<file path="config.mk">
export PLATFORM = sky130hd
export DESIGN_NAME = mac_sequencer_flat
export DESIGN_NICKNAME = d
export VERILOG_FILES = /design/src/rtl/mac_sequencer_pkg.sv /design/src/rtl/mac_sequencer_if.sv /design/src/rtl/mac_sequencer_coef_bank.sv /design/src/rtl/mac_sequencer.sv /design/src/flat_wrapper.sv
export SDC_FILE = /design/constraint.sdc
export NUM_CORES = 1
export LEC_CHECK = 0
export CAP_MARGIN = 0
export CORE_ASPECT_RATIO = 0.8
export CORE_MARGIN = 4
export CORE_UTILIZATION = 50
export DETAILED_ROUTE_END_ITERATION = 7
export PLACE_DENSITY = 0.7
export SYNTH_ARGS = -nofsm -noshare
export SYNTH_HDL_FRONTEND = slang
export SYNTH_SLANG_ARGS = --single-unit
</file>
<file path="constraint.sdc">
create_clock -name clk -period 9 [get_ports clk]
set_clock_uncertainty 0.05 [all_clocks]
set_input_delay 0.9 -clock clk [delete_from_list [all_inputs] [get_ports clk]]
set_output_delay 0.9 -clock clk [all_outputs]
set_load 0.05 [all_outputs]
</file>
<file path="src/rtl/mac_sequencer_pkg.sv">
// Shared definitions for the MAC sequencer: default sizes and FSM state encoding.
package mac_sequencer_pkg;

   localparam int W_DEF = 32;
   localparam int N_DEF = 8;

   typedef enum logic [1:0] {
      ST_MAC   = 2'd0,
      ST_ABS   = 2'd1,
      ST_DRAIN = 2'd2,
      ST_OUT   = 2'd3
   } state_t;

endpackage

</file>
<file path="src/rtl/mac_sequencer_if.sv">
// Bundle of sample stream, coefficient port, accumulator command/return and result port.
interface mac_sequencer_if import mac_sequencer_pkg::*; #(
   parameter int W = W_DEF,
   parameter int N = N_DEF
);
   localparam int DW = W / 2;
   localparam int AW = $clog2(N);

   logic                 flush;
   logic                 abs_mode;
   logic                 in_valid;
   logic                 in_ready;
   logic signed [DW-1:0] in_data;
   logic                 coef_we;
   logic [AW-1:0]        coef_addr;
   logic signed [DW-1:0] coef_data;
   logic                 acc_en;
   logic                 acc_reset;
   logic                 acc_load;
   logic                 acc_abs;
   logic signed [W-1:0]  acc_in;
   logic signed [W-1:0]  acc_out;
   logic                 res_valid;
   logic                 res_ready;
   logic signed [W-1:0]  res_data;

   modport master (
      output flush, abs_mode, in_valid, in_data, coef_we, coef_addr, coef_data,
             acc_out, res_ready,
      input  in_ready, acc_en, acc_reset, acc_load, acc_abs, acc_in,
             res_valid, res_data
   );

   modport slave (
      input  flush, abs_mode, in_valid, in_data, coef_we, coef_addr, coef_data,
             acc_out, res_ready,
      output in_ready, acc_en, acc_reset, acc_load, acc_abs, acc_in,
             res_valid, res_data
   );

endinterface

</file>
<file path="src/rtl/mac_sequencer_coef_bank.sv">
// N x DW signed coefficient register file: synchronous write, asynchronous read,
// synchronous active-low clear. A read in the write cycle still sees the old value.
module mac_sequencer_coef_bank import mac_sequencer_pkg::*; #(
   parameter int DW = W_DEF / 2,
   parameter int N  = N_DEF,
   parameter int AW = $clog2(N)
) (
   input  logic                 clk,
   input  logic                 reset,
   input  logic                 we,
   input  logic [AW-1:0]        waddr,
   input  logic signed [DW-1:0] wdata,
   input  logic [AW-1:0]        raddr,
   output logic signed [DW-1:0] rdata
);

   logic signed [DW-1:0] mem [N];

   always_ff @(posedge clk) begin
      if (!reset) begin
         for (int i = 0; i < N; i++) mem[i] <= '0;
      end else if (we) begin
         mem[waddr] <= wdata;
      end
   end

   assign rdata = mem[raddr];

endmodule

</file>
<file path="src/rtl/mac_sequencer.sv">
// Frame sequencer feeding an external accumulator: one product per accepted sample,
// optional magnitude step, then captures the accumulator output as the frame result.
module mac_sequencer import mac_sequencer_pkg::*; #(
   parameter int W = W_DEF,
   parameter int N = N_DEF
) (
   input  logic           clk,
   input  logic           reset,
   mac_sequencer_if.slave bus
);

   localparam int            DW   = W / 2;
   localparam int            AW   = $clog2(N);
   localparam logic [AW-1:0] LAST = AW'(N - 1);

   function automatic logic signed [W-1:0] sext(input logic signed [DW-1:0] v);
      return {{(W - DW){v[DW-1]}}, v};
   endfunction

   state_t               state, state_nx;
   logic [AW-1:0]        idx, idx_nx;
   logic                 drain, drain_nx;
   logic                 abs_r, abs_nx;
   logic                 ready_c;
   logic signed [DW-1:0] coef_rd;
   logic signed [W-1:0]  product_p0;

   logic                 acc_en_p1, acc_en_nx;
   logic                 acc_reset_p1, acc_reset_nx;
   logic                 acc_load_p1, acc_load_nx;
   logic                 acc_abs_p1, acc_abs_nx;
   logic signed [W-1:0]  acc_in_p1, acc_in_nx;
   logic                 res_valid, res_valid_nx;
   logic signed [W-1:0]  res_data, res_data_nx;

   mac_sequencer_coef_bank #(.DW(DW), .N(N), .AW(AW)) u_coef (
      .clk   (clk),
      .reset (reset),
      .we    (bus.coef_we),
      .waddr (bus.coef_addr),
      .wdata (bus.coef_data),
      .raddr (idx),
      .rdata (coef_rd)
   );

   // p0: full-width signed product of the presented sample and the current tap
   assign product_p0 = sext(bus.in_data) * sext(coef_rd);

   always_comb begin
      state_nx     = state;
      idx_nx       = idx;
      drain_nx     = drain;
      abs_nx       = abs_r;
      ready_c      = 1'b0;
      acc_en_nx    = 1'b0;
      acc_reset_nx = 1'b0;
      acc_load_nx  = 1'b0;
      acc_abs_nx   = 1'b0;
      acc_in_nx    = acc_in_p1;
      res_valid_nx = res_valid;
      res_data_nx  = res_data;
      if (bus.flush) begin
         state_nx     = ST_MAC;
         idx_nx       = '0;
         drain_nx     = 1'b0;
         acc_en_nx    = 1'b1;
         acc_reset_nx = 1'b1;
         res_valid_nx = 1'b0;
      end else begin
         case (state)
            ST_MAC: begin
               ready_c = 1'b1;
               if (bus.in_valid) begin
                  acc_en_nx   = 1'b1;
                  acc_in_nx   = product_p0;
                  acc_load_nx = (idx == '0);
                  if (idx == '0) abs_nx = bus.abs_mode;
                  if (idx == LAST) begin
                     idx_nx   = '0;
                     drain_nx = 1'b0;
                     state_nx = abs_r ? ST_ABS : ST_DRAIN;
                  end else begin
                     idx_nx = idx + AW'(1);
                  end
               end
            end
            ST_ABS: begin
               acc_en_nx  = 1'b1;
               acc_abs_nx = 1'b1;
               acc_in_nx  = '0;
               drain_nx   = 1'b0;
               state_nx   = ST_DRAIN;
            end
            ST_DRAIN: begin
               // second drain cycle: the last command has reached the accumulator register
               if (drain) begin
                  drain_nx     = 1'b0;
                  res_data_nx  = bus.acc_out;
                  res_valid_nx = 1'b1;
                  state_nx     = ST_OUT;
               end else begin
                  drain_nx = 1'b1;
               end
            end
            ST_OUT: begin
               if (bus.res_ready) begin
                  res_valid_nx = 1'b0;
                  state_nx     = ST_MAC;
               end
            end
            default: state_nx = ST_MAC;
         endcase
      end
   end

   // p1: command stage registers, plus control state and result capture
   always_ff @(posedge clk) begin
      if (!reset) begin
         state        <= ST_MAC;
         idx          <= '0;
         drain        <= 1'b0;
         abs_r        <= 1'b0;
         acc_en_p1    <= 1'b0;
         acc_reset_p1 <= 1'b0;
         acc_load_p1  <= 1'b0;
         acc_abs_p1   <= 1'b0;
         acc_in_p1    <= '0;
         res_valid    <= 1'b0;
         res_data     <= '0;
      end else begin
         state        <= state_nx;
         idx          <= idx_nx;
         drain        <= drain_nx;
         abs_r        <= abs_nx;
         acc_en_p1    <= acc_en_nx;
         acc_reset_p1 <= acc_reset_nx;
         acc_load_p1  <= acc_load_nx;
         acc_abs_p1   <= acc_abs_nx;
         acc_in_p1    <= acc_in_nx;
         res_valid    <= res_valid_nx;
         res_data     <= res_data_nx;
      end
   end

   assign bus.in_ready  = reset & ready_c;
   assign bus.acc_en    = acc_en_p1;
   assign bus.acc_reset = acc_reset_p1;
   assign bus.acc_load  = acc_load_p1;
   assign bus.acc_abs   = acc_abs_p1;
   assign bus.acc_in    = acc_in_p1;
   assign bus.res_valid = res_valid;
   assign bus.res_data  = res_data;

endmodule

</file>
<file path="src/flat_wrapper.sv">
// flat-port wrapper written by rule: the top's interface ports become plain ports
module mac_sequencer_flat import mac_sequencer_pkg::*;
#(
   parameter int W = W_DEF,
   parameter int N = N_DEF
)
  (clk, reset, bus_flush, bus_abs_mode, bus_in_valid, bus_in_data, bus_coef_we, bus_coef_addr, bus_coef_data, bus_acc_out, bus_res_ready, bus_in_ready, bus_acc_en, bus_acc_reset, bus_acc_load, bus_acc_abs, bus_acc_in, bus_res_valid, bus_res_data);
  mac_sequencer_if #(.W(W), .N(N)) bus_i ();
  input  logic clk;
  input  logic reset;
  input wire logic [$bits(bus_i.flush)-1:0] bus_flush;
  input wire logic [$bits(bus_i.abs_mode)-1:0] bus_abs_mode;
  input wire logic [$bits(bus_i.in_valid)-1:0] bus_in_valid;
  input wire logic [$bits(bus_i.in_data)-1:0] bus_in_data;
  input wire logic [$bits(bus_i.coef_we)-1:0] bus_coef_we;
  input wire logic [$bits(bus_i.coef_addr)-1:0] bus_coef_addr;
  input wire logic [$bits(bus_i.coef_data)-1:0] bus_coef_data;
  input wire logic [$bits(bus_i.acc_out)-1:0] bus_acc_out;
  input wire logic [$bits(bus_i.res_ready)-1:0] bus_res_ready;
  output wire logic [$bits(bus_i.in_ready)-1:0] bus_in_ready;
  output wire logic [$bits(bus_i.acc_en)-1:0] bus_acc_en;
  output wire logic [$bits(bus_i.acc_reset)-1:0] bus_acc_reset;
  output wire logic [$bits(bus_i.acc_load)-1:0] bus_acc_load;
  output wire logic [$bits(bus_i.acc_abs)-1:0] bus_acc_abs;
  output wire logic [$bits(bus_i.acc_in)-1:0] bus_acc_in;
  output wire logic [$bits(bus_i.res_valid)-1:0] bus_res_valid;
  output wire logic [$bits(bus_i.res_data)-1:0] bus_res_data;
  assign bus_i.flush = bus_flush;
  assign bus_i.abs_mode = bus_abs_mode;
  assign bus_i.in_valid = bus_in_valid;
  assign bus_i.in_data = bus_in_data;
  assign bus_i.coef_we = bus_coef_we;
  assign bus_i.coef_addr = bus_coef_addr;
  assign bus_i.coef_data = bus_coef_data;
  assign bus_i.acc_out = bus_acc_out;
  assign bus_i.res_ready = bus_res_ready;
  assign bus_in_ready = bus_i.in_ready;
  assign bus_acc_en = bus_i.acc_en;
  assign bus_acc_reset = bus_i.acc_reset;
  assign bus_acc_load = bus_i.acc_load;
  assign bus_acc_abs = bus_i.acc_abs;
  assign bus_acc_in = bus_i.acc_in;
  assign bus_res_valid = bus_i.res_valid;
  assign bus_res_data = bus_i.res_data;
  mac_sequencer #(.W(W), .N(N)) u_core (.clk(clk), .reset(reset), .bus(bus_i));
endmodule
</file>
==> results.ini <==
[grt]
grt_pass1_vias=13070
grt_max_degree=59
antenna_found_initial=0
track_usage=0.2190
overflow=0
grt_pass1_wl_um=70880

[clocking]
cts_tree=built
numCtsBuffers=21
clk-insertion-delay-late_ps=510
cts_resized=0
ctsRootBufferMaster=clkbuf_16
clock_sinks=207
clk_pin_slew_worst_paths_ps=70
htreeDepth=1
post_cts_buffers=0
ctsHoldBuffers=0
clock_path_buffers=3

[synth]
synth_top_area_cell=fa_1
synthFlopType=edfxtp_1
ys_warn_count=0
synth.most_common_cell=inv_1
syn_area_per_cell_um2=10.58
synthTopCellsByArea=fa_1 28%, edfxtp_1 21%, dfxtp_1 8.5%
seq_area_frac_synth=0.2925
synthDistinctLibCells=57
synth-edff-count=128
netlist_instances=1753
syn-num-nets=2178
synth-seq-cells=207
synth-async-reset-ratio=0
synth_top_area_share=0.2828
synth_common_cells=300 x inv_1, 262 x fa_1, 207 x nand2_1
synth_area_um2=18550

[setup_path]
max_stage_delay_ps=720
crit_fanout=17
crit_buf_inv=5
crit_family=adder cells
regToRegEndpoint=u_core.bus.acc_in[29]
crit_path_start_kind=register
cp-end-kind=register
worstPathRequired_ps=9360
critical-path-slowest-cell=dfxtp_2
r2r_cells=23
crit_type=register to register
crit_chain=buf_4 -> mux4_2 -> mux2_2 -> and2_1 -> fa_1 -> inv_1 -> fa_1 -> inv_1 -> fa_1 -> fa_1 -> fa_1 -> inv_1 -> fa_1 -> inv_1 -> ha_1 -> a21oi_1 -> a21boi_0 -> nor3_1 -> a211o_1 -> a21oi_2 -> a21o_1 -> a211o_1 -> a32o_2
arrival_ps=8340
cpMostUsedCell=fa_1
reg2reg_setup_slack_ps=1020

[timing]
max_freq_mhz=125.4
worstMarginPinSlew_ps=1313
setup-tns-final_ps=0
hold_ws_ps=406.8
relSlewSlack=0.1211
rsz0062_at_grt=no
period_needed_ps=7977
setup_viol=0
maxSlewViolCount=0
period_share=0.8863
hold_viol_final=0

[hold_path]
hp-class=register to register
whs_path_depth=2
hp-start=u_core.bus.acc_in[15]
min_to=u_core.bus.acc_in[15]

[drt]
vias=12360
routedWlPerCell_um=18.42
dr.pass1.iters=7
vias_per_cell=5.227
drtIter0Drc=746
drc=0
antenna_left=0
wl_um=43550

[cells_and_area]
final_cells=2364
nFillCells=3025
syn_to_final_growth_pct=13.87
diodes=0
layout.nets=2295
drive_gt1_frac=0.06051

[placement]
post-place-cells=2327
dp_hpwl_um=32530
gp_congestion=0.8919
io_buffer_count=143

[floorplan]
die_y_um=180.3
design.core.area_um2=36230
rows=62
die_area_um2=40260
ioPinCount=144
initial_core_util=0.5120
die_w_um=223.3

[outcome]
status=complete, no violations

[run]
max_cap_viol_count=0

[kinds of logic after synthesis]
family / Yosys count / synth area share
buffers and inverters: 373 / 0.07657
flip-flops: 207 / 0.2925
AO/OA/AOI/OAI: 152 / 0.05727
adder cells (fa/ha/maj): 351 / 0.3428
AND/OR/NAND/NOR: 585 / 0.1648
XOR/XNOR: 30 / 0.01417
multiplexers: 55 / 0.05188
[placed cells by master (no fill, tap or decap), types with 35 or more instances in the layout]
master           instances
a21boi_0                35
and2_1                 176
clkdlybuf4s50_1        142
dfxtp_1                 78
edfxtp_1               128
fa_1                   262
ha_1                    89
inv_1                  300
nand2_1                207
nor2b_1                102
[layout make-up]
type	count	area [um^2]	share of cell area
Clock buffer	29	575.6	0.02725
Clock inverter	8	75.07	0.003554
Multi-Input combinational cell	1173	11710	0.5544
Timing Repair Buffer	167	1607	0.07607
Inverter	300	1126	0.05332
Tap cell	480	600.6	0.02844
Sequential cell	207	5426	0.2569
[worst max-delay path by stage]
stage	start	end	slack, ps	cells past startpoint
after floorplan	register	u_core.bus.acc_in[29]	1620	24
after global placement	register	u_core.bus.acc_in[29]	1120	23
after detailed placement	register	u_core.bus.acc_in[29]	1030	23
after CTS	register	u_core.bus.acc_in[29]	1030	23
after global routing	register	u_core.bus.acc_in[29]	540	23
final	register	u_core.bus.acc_in[29]	1020	23
[metrics by stage]
stage | utilization | area (um^2) | setup slack (ps)
after floorplan | - | 18550 | 1619
after global routing | 0.5830 | 21120 | 542.0
after detailed placement | 0.5650 | 20470 | 1033
after global placement | 0.5650 | 20470 | 1121
after CTS | 0.5830 | 21120 | 1035
final | 0.5830 | 21120 | 1023
[layer usage]
metal,vias up,wire length [um],global-route usage
met5,-,0,0
met4,0,930,0.04166
met3,61,2296,0.04381
met2,277,20680,0.3561
met1,6280,19640,0.3115
li1,5739,-,-
[registers in the layout, indices dropped and copies added (netlist names), named ones only]
name / cells
u_core.bus.acc_in: 32
u_core.bus.acc_reset: 1
u_core.bus.acc_load: 1
u_core.bus.res_data: 32
u_core.state: 2
u_core.bus.res_valid: 1
u_core.bus.acc_abs: 1
u_core.abs_r: 1
u_core.idx: 3
u_core.drain: 1
u_core.bus.acc_en: 1
u_core.u_coef.mem: 128
[worst reg2reg max path, cell delays in order, from the launching register on]
cell and delay, ps:
dfxtp_2 720, buf_4 430, mux4_2 550, mux2_2 450
and2_1 260, fa_1 480, inv_1 50, fa_1 520
inv_1 50, fa_1 500, fa_1 430, fa_1 490
inv_1 50, fa_1 480, inv_1 40, ha_1 340
a21oi_1 140, a21boi_0 110, nor3_1 600, a211o_1 280
a21oi_2 110, a21o_1 200, a211o_1 290, a32o_2 260
Power is not shown: default switching activity piles up to over one toggle a cycle in this logic, so the estimate is an artifact.
